--- src/rtl/comp_status_unit.sv ---
// Verdict collection stage: takes comparator verdicts, keeps per-task pass/fail
// flags, a fail counter and an ordered event FIFO, all visible through a 4-word slave port.
module comp_status_unit #(
  parameter int CRC_KEY_WIDTH = 4,
  parameter int CRC_KEY_SIZE  = 16,
  parameter int FIFO_DEPTH    = 8
) (
  input  logic                     clk,
  input  logic                     reset,
  input  logic [CRC_KEY_WIDTH-1:0] comp_task,
  input  logic                     comp_mismatch_detected,
  input  logic                     comp_status_write,
  output logic                     comp_status_ack,
  input  logic [1:0]               avs_address,
  input  logic                     avs_read,
  input  logic                     avs_write,
  input  logic [31:0]              avs_writedata,
  output logic [31:0]              avs_readdata,
  output logic                     irq,
  output logic [CRC_KEY_SIZE-1:0]  task_failed
);
  localparam int PW = $clog2(FIFO_DEPTH);
  localparam int CW = PW + 1;
  localparam int EW = CRC_KEY_WIDTH + 1;

  typedef enum logic {IDLE, ACK} state_e;
  state_e state_q, state_d;

  logic [EW-1:0]           mem_q [FIFO_DEPTH];
  logic [EW-1:0]           mem_d [FIFO_DEPTH];
  logic [PW-1:0]           wr_ptr_q, wr_ptr_d, rd_ptr_q, rd_ptr_d;
  logic [CW-1:0]           count_q, count_d;
  logic [CRC_KEY_SIZE-1:0] task_passed_q, task_passed_d, task_failed_q, task_failed_d;
  logic [15:0]             fail_count_q, fail_count_d;
  logic [1:0]              ctrl_q, ctrl_d;
  logic [31:0]             readdata_q, readdata_d;
  logic                    irq_q, irq_d;
  logic                    empty, full, accept, pop;

  assign empty  = (count_q == '0);
  assign full   = count_q[PW];
  assign accept = (state_q == IDLE) && comp_status_write && !full;
  assign pop    = avs_read && (avs_address == 2'd1) && !empty;

  // Handshake FSM
  always_ff @(posedge clk) begin
    if (reset) state_q <= IDLE;
    else       state_q <= state_d;
  end

  always_comb begin
    state_d = state_q;
    case (state_q)
      IDLE:    if (comp_status_write && !full) state_d = ACK;
      ACK:     state_d = IDLE;
      default: state_d = IDLE;
    endcase
  end

  always_comb begin
    comp_status_ack = (state_q == ACK);
  end

  always_comb begin
    mem_d         = mem_q;
    wr_ptr_d      = wr_ptr_q;
    rd_ptr_d      = rd_ptr_q;
    count_d       = count_q;
    task_passed_d = task_passed_q;
    task_failed_d = task_failed_q;
    fail_count_d  = fail_count_q;
    ctrl_d        = ctrl_q;
    readdata_d    = '0;

    // Reads see pre-edge state; an EVENT read pops the head it returns.
    if (avs_read) begin
      case (avs_address)
        2'd0: begin
          readdata_d[CW-1:0]  = count_q;
          readdata_d[8]       = empty;
          readdata_d[9]       = full;
          readdata_d[31:16]   = fail_count_q;
        end
        2'd1: if (!empty) begin
          readdata_d[31]     = 1'b1;
          readdata_d[EW-1:0] = mem_q[rd_ptr_q];
        end
        2'd2: begin
          readdata_d[16 +: CRC_KEY_SIZE] = task_failed_q;
          readdata_d[0 +: CRC_KEY_SIZE]  = task_passed_q;
        end
        default: readdata_d[1:0] = ctrl_q;
      endcase
    end
    if (pop) rd_ptr_d = rd_ptr_q + 1'b1;

    if (avs_write && avs_address == 2'd2) begin
      task_failed_d = task_failed_d & ~avs_writedata[16 +: CRC_KEY_SIZE];
      task_passed_d = task_passed_d & ~avs_writedata[0 +: CRC_KEY_SIZE];
    end
    if (avs_write && avs_address == 2'd3) begin
      ctrl_d = avs_writedata[1:0];
      if (avs_writedata[31]) fail_count_d = '0;
    end

    // Verdict applied after clears so a same-cycle set or count wins.
    if (accept) begin
      mem_d[wr_ptr_q] = {comp_mismatch_detected, comp_task};
      wr_ptr_d        = wr_ptr_q + 1'b1;
      if (comp_mismatch_detected) begin
        task_failed_d[comp_task] = 1'b1;
        if (fail_count_d != 16'hFFFF) fail_count_d = fail_count_d + 16'd1;
      end else begin
        task_passed_d[comp_task] = 1'b1;
      end
    end

    case ({accept, pop})
      2'b10:   count_d = count_q + 1'b1;
      2'b01:   count_d = count_q - 1'b1;
      default: count_d = count_q;
    endcase

    irq_d = (ctrl_d[0] && count_d != '0) || (ctrl_d[1] && |task_failed_d);
  end

  always_ff @(posedge clk) begin
    if (reset) begin
      for (int i = 0; i < FIFO_DEPTH; i++) mem_q[i] <= '0;
      wr_ptr_q      <= '0;
      rd_ptr_q      <= '0;
      count_q       <= '0;
      task_passed_q <= '0;
      task_failed_q <= '0;
      fail_count_q  <= '0;
      ctrl_q        <= '0;
      readdata_q    <= '0;
      irq_q         <= 1'b0;
    end else begin
      mem_q         <= mem_d;
      wr_ptr_q      <= wr_ptr_d;
      rd_ptr_q      <= rd_ptr_d;
      count_q       <= count_d;
      task_passed_q <= task_passed_d;
      task_failed_q <= task_failed_d;
      fail_count_q  <= fail_count_d;
      ctrl_q        <= ctrl_d;
      readdata_q    <= readdata_d;
      irq_q         <= irq_d;
    end
  end

  assign avs_readdata = readdata_q;
  assign irq          = irq_q;
  assign task_failed  = task_failed_q;
endmodule

--- config.mk ---
export PLATFORM = sky130hd
export DESIGN_NAME = comp_status_unit
export DESIGN_NICKNAME = d
export VERILOG_FILES = /design/src/rtl/comp_status_unit.sv
export SDC_FILE = /design/constraint.sdc
export NUM_CORES = 1
export LEC_CHECK = 0
export BUFFER_PORTS_ARGS = -buffer_cell sky130_fd_sc_hd__clkbuf_2
export CAP_MARGIN = 20
export CELL_PAD_IN_SITES_DETAIL_PLACEMENT = 2
export CELL_PAD_IN_SITES_GLOBAL_PLACEMENT = 2
export CORE_MARGIN = 4
export CORE_UTILIZATION = 37
export DETAILED_ROUTE_END_ITERATION = 16
export HOLD_SLACK_MARGIN = 0.12
export PLACE_DENSITY_LB_ADDON = 0.1
export RECOVER_POWER = 25
export SLEW_MARGIN = 25
export SYNTH_ARGS = -nofsm -noshare
export SYNTH_HDL_FRONTEND = slang
export SYNTH_SLANG_ARGS = --single-unit
--- constraint.sdc ---
create_clock -name clk -period 8 [get_ports clk]
set_input_delay 0.4 -clock clk [delete_from_list [all_inputs] [get_ports clk]]
set_output_delay 0.4 -clock clk [all_outputs]
set_load 0.01 [all_outputs]
Word level (Yosys, flattened, before mapping)
Index checks and enable logic that the tools add are counted.
Storage, ports and cells
  register bits after elaboration: 134
  input port bits: 44
  output and inout bits: 50
  word-level logic and storage cells: 97
Operators by class
  add/subtract/negate cells: 5
  order comparisons: 5
  equal/unequal tests: 6
  muxes and demuxes: 31
  bitwise gates (word level): 11
  reductions and logical operators: 20
Operator list (number)
  $mux 16: 11
  $bwmux 40: 1
  $and 16x16->16: 2
  $not 16->16: 2
  $or 16x16->16: 2
  $pmux 15 s2: 1
  $mux 5: 4
  $add 16x1->16 const B: 1
  $ne 16x16->1 const B: 1
  $reduce_or 16->1: 1
  $bmux 5 s3: 1
  $demux 5 s3: 1
  $pmux 2 s3: 2
  $logic_and 1x1->1: 11
  $ge 4x4->1 const B: 2
  $not 3->4: 2
  $pmux 4 s2: 1
  $add 3x1->3 const B: 2
  $eq 2x2->1 const B: 3
  $lt 4x5->1 const B: 1
  $add 4x1->4 const B: 1
  $demux 1 s4: 1
  $eq 2x1->1 const B: 2
  $ge 4x1->1 const B: 1
  other kinds (15): 21

Depth between registers and ports, before layout
Gate-level depths: netlist (run 1).
  depth in word-level cells: 10
  gate-level depth with buffers: 13
  gate-level depth less buffers: 13

Worst setup path after synthesis (run 1)
OpenSTA, ideal clock, no wires.
  path kind: reg2reg
  start: reg count_q[1]
  end: reg irq_q, in the netlist irq
  setup time: 0.123 ns
  arrival: 2.623 ns
  required time: 7.877 ns
  setup slack: 5.253 ns
  cell stages (with the launch flop): 14
  path through: dfxtp_1 clkbuf_1 nor3_1 a21boi_1 nand2_1 inv_1 ha_1 xor2_1 ha_1 a21oi_1 mux2i_1 xnor2_1 o41ai_1 nand2_1
Between the ends
  cells in the longest elaborated chain, start to end: 8
  elaborated cells on any way between the ends: 11
  classes of those cells: add/sub: 2; eq/ne: 2; mux: 1; reduce/logical: 6
RTL lines
  start: declaration: RTL line 32  | logic [CW-1:0] count_q, count_d;
  start signal: assignment: RTL line 143  | count_q <= count_d;
  $logic_not 4->1 (*): RTL line 40  | assign empty = (count_q == '0);
  $logic_not 1->1 (*)
  $logic_and 1x1->1 (*): RTL line 43  | assign pop = avs_read && (avs_address == 2'd1) && !empty;
  net pop: RTL line 38  | logic empty, full, accept, pop;
  $eq 2x1->1 or $eq 2x2->1 (tied branches): RTL line 118  | case ({accept, pop})
  $pmux 4 s2 (*): RTL line 118
  $reduce_bool 4->1 (*): RTL line 124  | irq_d = (ctrl_d[0] && count_d != '0) || (ctrl_d[1] && |task_failed_d);
  $logic_and 1x1->1 (*): RTL line 124
  $logic_or 1x1->1 (*): RTL line 124
  end signal: assignment: RTL line 149  | irq_q <= irq_d;
  end: declaration: RTL line 37  | logic irq_q, irq_d;
The timed path passes the listed nets; every way through them passes the cells marked *.
A chain may end at the register's enable or synchronous reset.

Worst setup path after layout (run 1)
  start: in reset
  end: reg readdata_q[13], in the netlist avs_readdata[13]
Between the ends
  cells in the longest elaborated chain, start to end: 1
RTL lines
  start: declaration: RTL line 9  | input logic reset,
  $reduce_or 3->1 (no source line)
  end signal: assignment: RTL line 148  | readdata_q <= readdata_d;
  end: declaration: RTL line 36  | logic [31:0] readdata_q, readdata_d;
No other way between the ends.

==> qor.yml, run 1 <==
min_period_ns: 4.39
r2r_slack_ns: 4.78
synth_edf_count: 0
grt_start_max_net_pins: 58
synth_common_cells: "dfxtp_1, nor2_1, nand2_1"
start_util_pct: 38.0
ant_nets: 0
power.density_nw_per_um2: 230
cp_data_arrival_time_ns: 4.70
syn_avg_cell_area_um2: 8.98
yosysMostFrequentCell: "dfxtp_1"
worst_pin_slew_ns: 2.59
rr_worst_depth: 12
portBuffers: 93
setup_slack_ns: 3.61
maxSlewViolCount: 99
cts_hold_buf: 0
yosysTopAreaCell: "dfxtp_1"
rsz0062_at_grt: "false"
clock_latency_ns: 0.42
finalHoldViolations: 0
grt_overflow_total: 0
relSlewSlack_pct: -72.7
worstSetupEndpointType: "flip-flop"
nNetsFinal: 767
synth_ff_type: "dfxtp_1"
track_usage_pct: 23.3
synth_top_area_share_pct: 46.2
cts_buffer_depth: 2
cts.sinks: 134
r2r_start: "count_q[0]$_SDFF_PP0_"
holdPathStages: 4
cts_resized: 0
htree_levels: 4
holdCritPathClass: "in2reg"
vias: 5236
root_buffer: "clkbuf_16"
cts_tree: "done"
viasPerCell: 5.61
firstDrtPassIters: 4
place_ws_ns: 4.62
clock_skew_ns: 0.00577
wl_per_cell_um: 21.9
failed_checks: "capacitance limit, slew limit"
clkSlewWorstSetupHoldPaths_ns: 0.06
ir_drop_uv: 149
die_h_um: 133
synth_warnings: 0
synth.area.top_cells: "dfxtp_1, nor2_1, a22oi_1"
outcome: "finished, violations left"
area_delta_synth_final_pct: 18.6
grt_pass1_vias: 5613
diodes: 0
syn_area_um2: 5800
crit_path_end: "avs_readdata[13]$_SDFF_PP0_"
synth_seq_cells: 134
wirelength_mm: 20.4
dieArea_um2: 17800
crit_fanout: 57
p_leak_nw: 2.58
antenna_found_initial: 0
grt_first_pass_wirelength_mm: 32.5
crit_start: "reset"
tns_ns: 0
fmax_mhz: 228
cts_buffers: 17
yosysSeqAreaShare_pct: 46.2
core_area_um2: 15300
drc: 0
path_class: "in2reg"
drive_gt1_share_pct: 14.5
gp_congestion: 0.862
drtIter0Drc: 331
fin_hold_ws_ns: 0.273
maxCapViolations: 2
setup_viol: 0
ys_types: 48
post_cts_buffers: 0
async_flop_share_pct: 0
reg2reg_to: "irq$_SDFF_PP0_"
cp-start-kind: "primary input"
io_pins: 94
fin_crit_sh_pct: 54.8
place_hpwl_mm: 14.4
num_rows: 45
fin_util_pct: 45.1
die_x_um: 133
required_ns: 8.31
synthCells: 646
synth_nets: 701
## worst max-delay path: stages
cell      delay, ns
clkbuf_1       1.79
clkbuf_1       1.50
nor2b_1        0.56
and3_1         0.39
## logic make-up (layout without fill, tap and decap cells)
| kind of cell | Yosys count | in the layout | share of synthesized area (%) |
|---|---|---|---|
| and+or+nand+nor | 268 | 268 | 21.7 |
| DFF | 134 | 134 | 46.2 |
| AOI/OAI and AO/OA | 119 | 119 | 14.3 |
| buffers and inverters | 59 | 136 | 3.92 |
| muxes | 43 | 43 | 9.68 |
| xor gates and xnor gates | 12 | 12 | 1.81 |
| adders and majority gates | 11 | 11 | 2.37 |
## worst min path at each step
stage / startpoint / to / slack [ns]
floorplan: mem_q[25]$_SDFFE_PP0P_ / mem_q[25]$_SDFFE_PP0P_ / 0.43
global placement: mem_q[33]$_SDFFE_PP0P_ / mem_q[33]$_SDFFE_PP0P_ / 0.44
detailed placement: mem_q[34]$_SDFFE_PP0P_ / mem_q[34]$_SDFFE_PP0P_ / 0.46
CTS: avs_writedata[7] / task_passed_q[7]$_SDFF_PP0_ / 0.26
global route: avs_writedata[5] / task_passed_q[5]$_SDFF_PP0_ / 0.29
finish: avs_writedata[7] / task_passed_q[7]$_SDFF_PP0_ / 0.27
## registers in the layout, summed over array words and instances, names as in the netlist
| signal | flops |
|---|---|
| mem_q | 40 |
| ctrl_q | 2 |
| comp_status_ack | 1 |
| task_failed | 16 |
| count_q | 4 |
| fail_count_q | 16 |
| irq | 1 |
| avs_readdata | 32 |
| task_passed_q | 16 |
| rd_ptr_q | 3 |
| wr_ptr_q | 3 |
## cell usage in the layout, fill, tap and decap left out, types with 9 or more instances in the layout
cell type / Yosys / layout
and3_1: 15 / 15
inv_1: 10 / 10
dfxtp_1: 134 / 134
clkbuf_2: 0 / 48
a21oi_1: 36 / 36
a32oi_1: 9 / 9
nor2b_1: 9 / 9
nor2_1: 93 / 93
ha_1: 11 / 11
nand2_1: 65 / 65
clkbuf_16: 0 / 17
a22oi_1: 44 / 44
clkbuf_1: 40 / 46
mux2i_1: 28 / 28
mux4_2: 10 / 10
nand3_1: 47 / 47
nand4_1: 10 / 10
## layout make-up
type,instances,area [um^2]
Clock inverter,10,105
Timing Repair Buffer,95,420
Inverter,11,41.3
Sequential cell,134,2680
Clock buffer,20,467
Fill cell,1689,8380
Tap cell,211,264
Multi-Input combinational cell,453,2900
## stage by stage
stage / power [mW] / cell area (um^2) / cells
floorplan: 0.779 / 5800 / 646
global placement: 0.822 / 6360 / 904
detailed placement: 0.826 / 6360 / 904
CTS: 1.60 / 6930 / 934
global route: 1.64 / 6880 / 934
finish: 1.58 / 6880 / 934
## power breakdown
part / internal (mW) / switching, mW / total, mW
clock network: 0.476 / 0.290 / 0.766
logic: 0.0385 / 0.0824 / 0.121
registers: 0.679 / 0.0142 / 0.693
total: 1.19 / 0.387 / 1.58
## metal layers
metal	up-vias	GRT usage, %	routed length, um
li1	2439	-	-
met3	18	4.49	677
met5	-	0	0
met1	2690	29.6	9100
met2	89	40.5	10400
met4	0	6.34	222
No activity file was read; power rests on OpenSTA's default activity.
==> inputs of run 2 (changes only) <==
--- a/config.mk
+++ b/config.mk
@@ -10,7 +10,7 @@
 export CELL_PAD_IN_SITES_DETAIL_PLACEMENT = 2
 export CELL_PAD_IN_SITES_GLOBAL_PLACEMENT = 2
 export CORE_MARGIN = 4
-export CORE_UTILIZATION = 37
+export CORE_UTILIZATION = 34
 export DETAILED_ROUTE_END_ITERATION = 16
 export HOLD_SLACK_MARGIN = 0.12
 export PLACE_DENSITY_LB_ADDON = 0.1
==> constraint.sdc (replaced) <==
create_clock -name clk -period 4.15 [get_ports clk]
set_input_delay 0.2075 -clock clk [delete_from_list [all_inputs] [get_ports clk]]
set_output_delay 0.2075 -clock clk [all_outputs]
set_load 0.01 [all_outputs]
==> run 2 against run 1 <==
  * The flow now finishes without violations
  * Core utilization down 2.4 points
  * Via count up 1.8%
  * Sequential power up 92%
==> qor.yml, run 2 (synthesis gave the netlist of run 1 again) <==
outcome: "completed"
cp_data_arrival_time_ns: 3.47
maxSlewViolCount: 0
top_register: "mem_q"
viasPerCell: 5.51
gp_congestion: 0.825
vias: 5331
r2r_start: "count_q[1]$_SDFF_PP0_"
num_rows: 47
holdPathStages: 4
tns_ns: 0
layout_common_cells: "dfxtp_1, nor2_1, nand2_1"
crit_start: "count_q[1]$_SDFF_PP0_"
drive_gt1_share_pct: 14.9
track_usage_pct: 22.2
fin_util_pct: 42.7
worstSetupEndpointType: "flip-flop"
fin_hold_ws_ns: 0.135
nNetsFinal: 789
cts_tree: "done"
setup_slack_ns: 0.973
cts_resized: 0
start_util_pct: 34.9
fin_crit_sh_pct: 76.6
grt_overflow_total: 0
antenna_found_initial: 0
reg2reg_to: "irq$_SDFF_PP0_"
clock_latency_ns: 0.43
worst_pin_slew_ns: 1.04
place_ws_ns: 1.14
post_cts_buffers: 0
use_met3_pct: 4.59
rr_worst_depth: 13
r2r_slack_ns: 0.97
grt_pass1_vias: 5761
setup_viol: 0
crit_fanout: 9
grt_first_pass_wirelength_mm: 33.7
wl_per_cell_um: 21.9
clkSlewWorstSetupHoldPaths_ns: 0.06
hold_end: "task_failed[11]$_SDFF_PP0_"
place_hpwl_mm: 14.7
required_ns: 4.45
power.density_nw_per_um2: 434
cp-start-kind: "flip-flop"
die_h_um: 139
drc: 0
relSlewSlack_pct: 30.3
die_x_um: 139
wirelength_mm: 21.1
groute.layer.met1.usage_pct: 27.9
io_pins: 94
cts.sinks: 134
grt_start_max_net_pins: 59
finalHoldViolations: 0
fmax_mhz: 315
holdCritPathClass: "in2reg"
diodes: 0
largest_register_ffs: 40
maxCapViolations: 0
cts_buffer_depth: 2
p_leak_nw: 2.66
gr-max-usage-layer: "met2"
min_period_ns: 3.18
layout.cells.most_common: "dfxtp_1"
firstDrtPassIters: 5
dieArea_um2: 19200
path_class: "reg2reg"
grt_use_met2_pct: 38.4
rsz0062_at_grt: "false"
num-fill-cells: 1851
area_delta_synth_final_pct: 22.5
drtIter0Drc: 355
root_buffer: "clkbuf_16"
clock_skew_ns: 0.0104
power.total_mw: 3.08
core_area_um2: 16600
portBuffers: 93
ant_nets: 0
hold_start: "avs_writedata[27]"
ir_drop_uv: 292
htree_levels: 4
cts_buffers: 17
[run 2: cell types whose count changed in the layout (fill, tap and decap cells not counted), sizes merged]
cell         before  now
dlygate4sd3       0   17
buf               1    8
inv              11   13
clkinvlp          2    6
clkbuf          114  109
clkinv            6    5
[run 2: worst max-delay path, cell delays in order, from the launching register on]
cell and delay [ns]:
dfxtp_1 0.40, nor3_1 0.39, a21boi_1 0.13, buf_4 0.18, nand2_1 0.13, inv_1 0.08, ha_1 0.28, xor2_1 0.18
ha_1 0.20, a21oi_1 0.16, mux2i_1 0.30, xnor2_1 0.14, o41ai_1 0.38, nand2_1 0.10
[run 2: stage by stage]
step	instances	area (um^2)
2_1_floorplan	646	5800
3_3_place_gp	918	6410
3_5_place_dp	918	6420
4_1_cts	967	7170
5_1_grt	967	7110
6_report	967	7110
[run 2: worst max-delay path by stage]
stage / to / slack [ns] / cells after the start
after floorplan: irq$_SDFF_PP0_ / 1.40 / 13
after global placement: irq$_SDFF_PP0_ / 1.33 / 13
after detailed placement: irq$_SDFF_PP0_ / 1.14 / 13
after CTS: irq$_SDFF_PP0_ / 0.99 / 13
after global routing: irq$_SDFF_PP0_ / 0.74 / 13
final: irq$_SDFF_PP0_ / 0.97 / 13
[run 2: area by class of cell]
cell class	instances	area (um^2)	share of cell area, %
clock inverter	15	155	2.18
clock buffer	17	425	5.98
tap	220	275	3.87
inverter	11	41.3	0.581
sequential	134	2680	37.7
timing repair buffer	117	631	8.87
multi-input combinational	453	2900	40.8
[run 2: metal layers]
metal  vias up  wire length, um
met5         -                0
li1       2489                -
met2        97            10700
met4         0              333
met1      2719             9460
met3        26              691
[run 2: power by group]
group | internal [mW] | switching (mW) | total (mW)
logic | 0.0883 | 0.169 | 0.258
registers | 1.31 | 0.0233 | 1.33
clock network | 0.884 | 0.610 | 1.49
[run 2: timing repair]
item | CTS | global route
hold buffers | 17 | 0
setup endpoints to repair | 0 | 0
endpoints found under the hold margin | 17 | 0
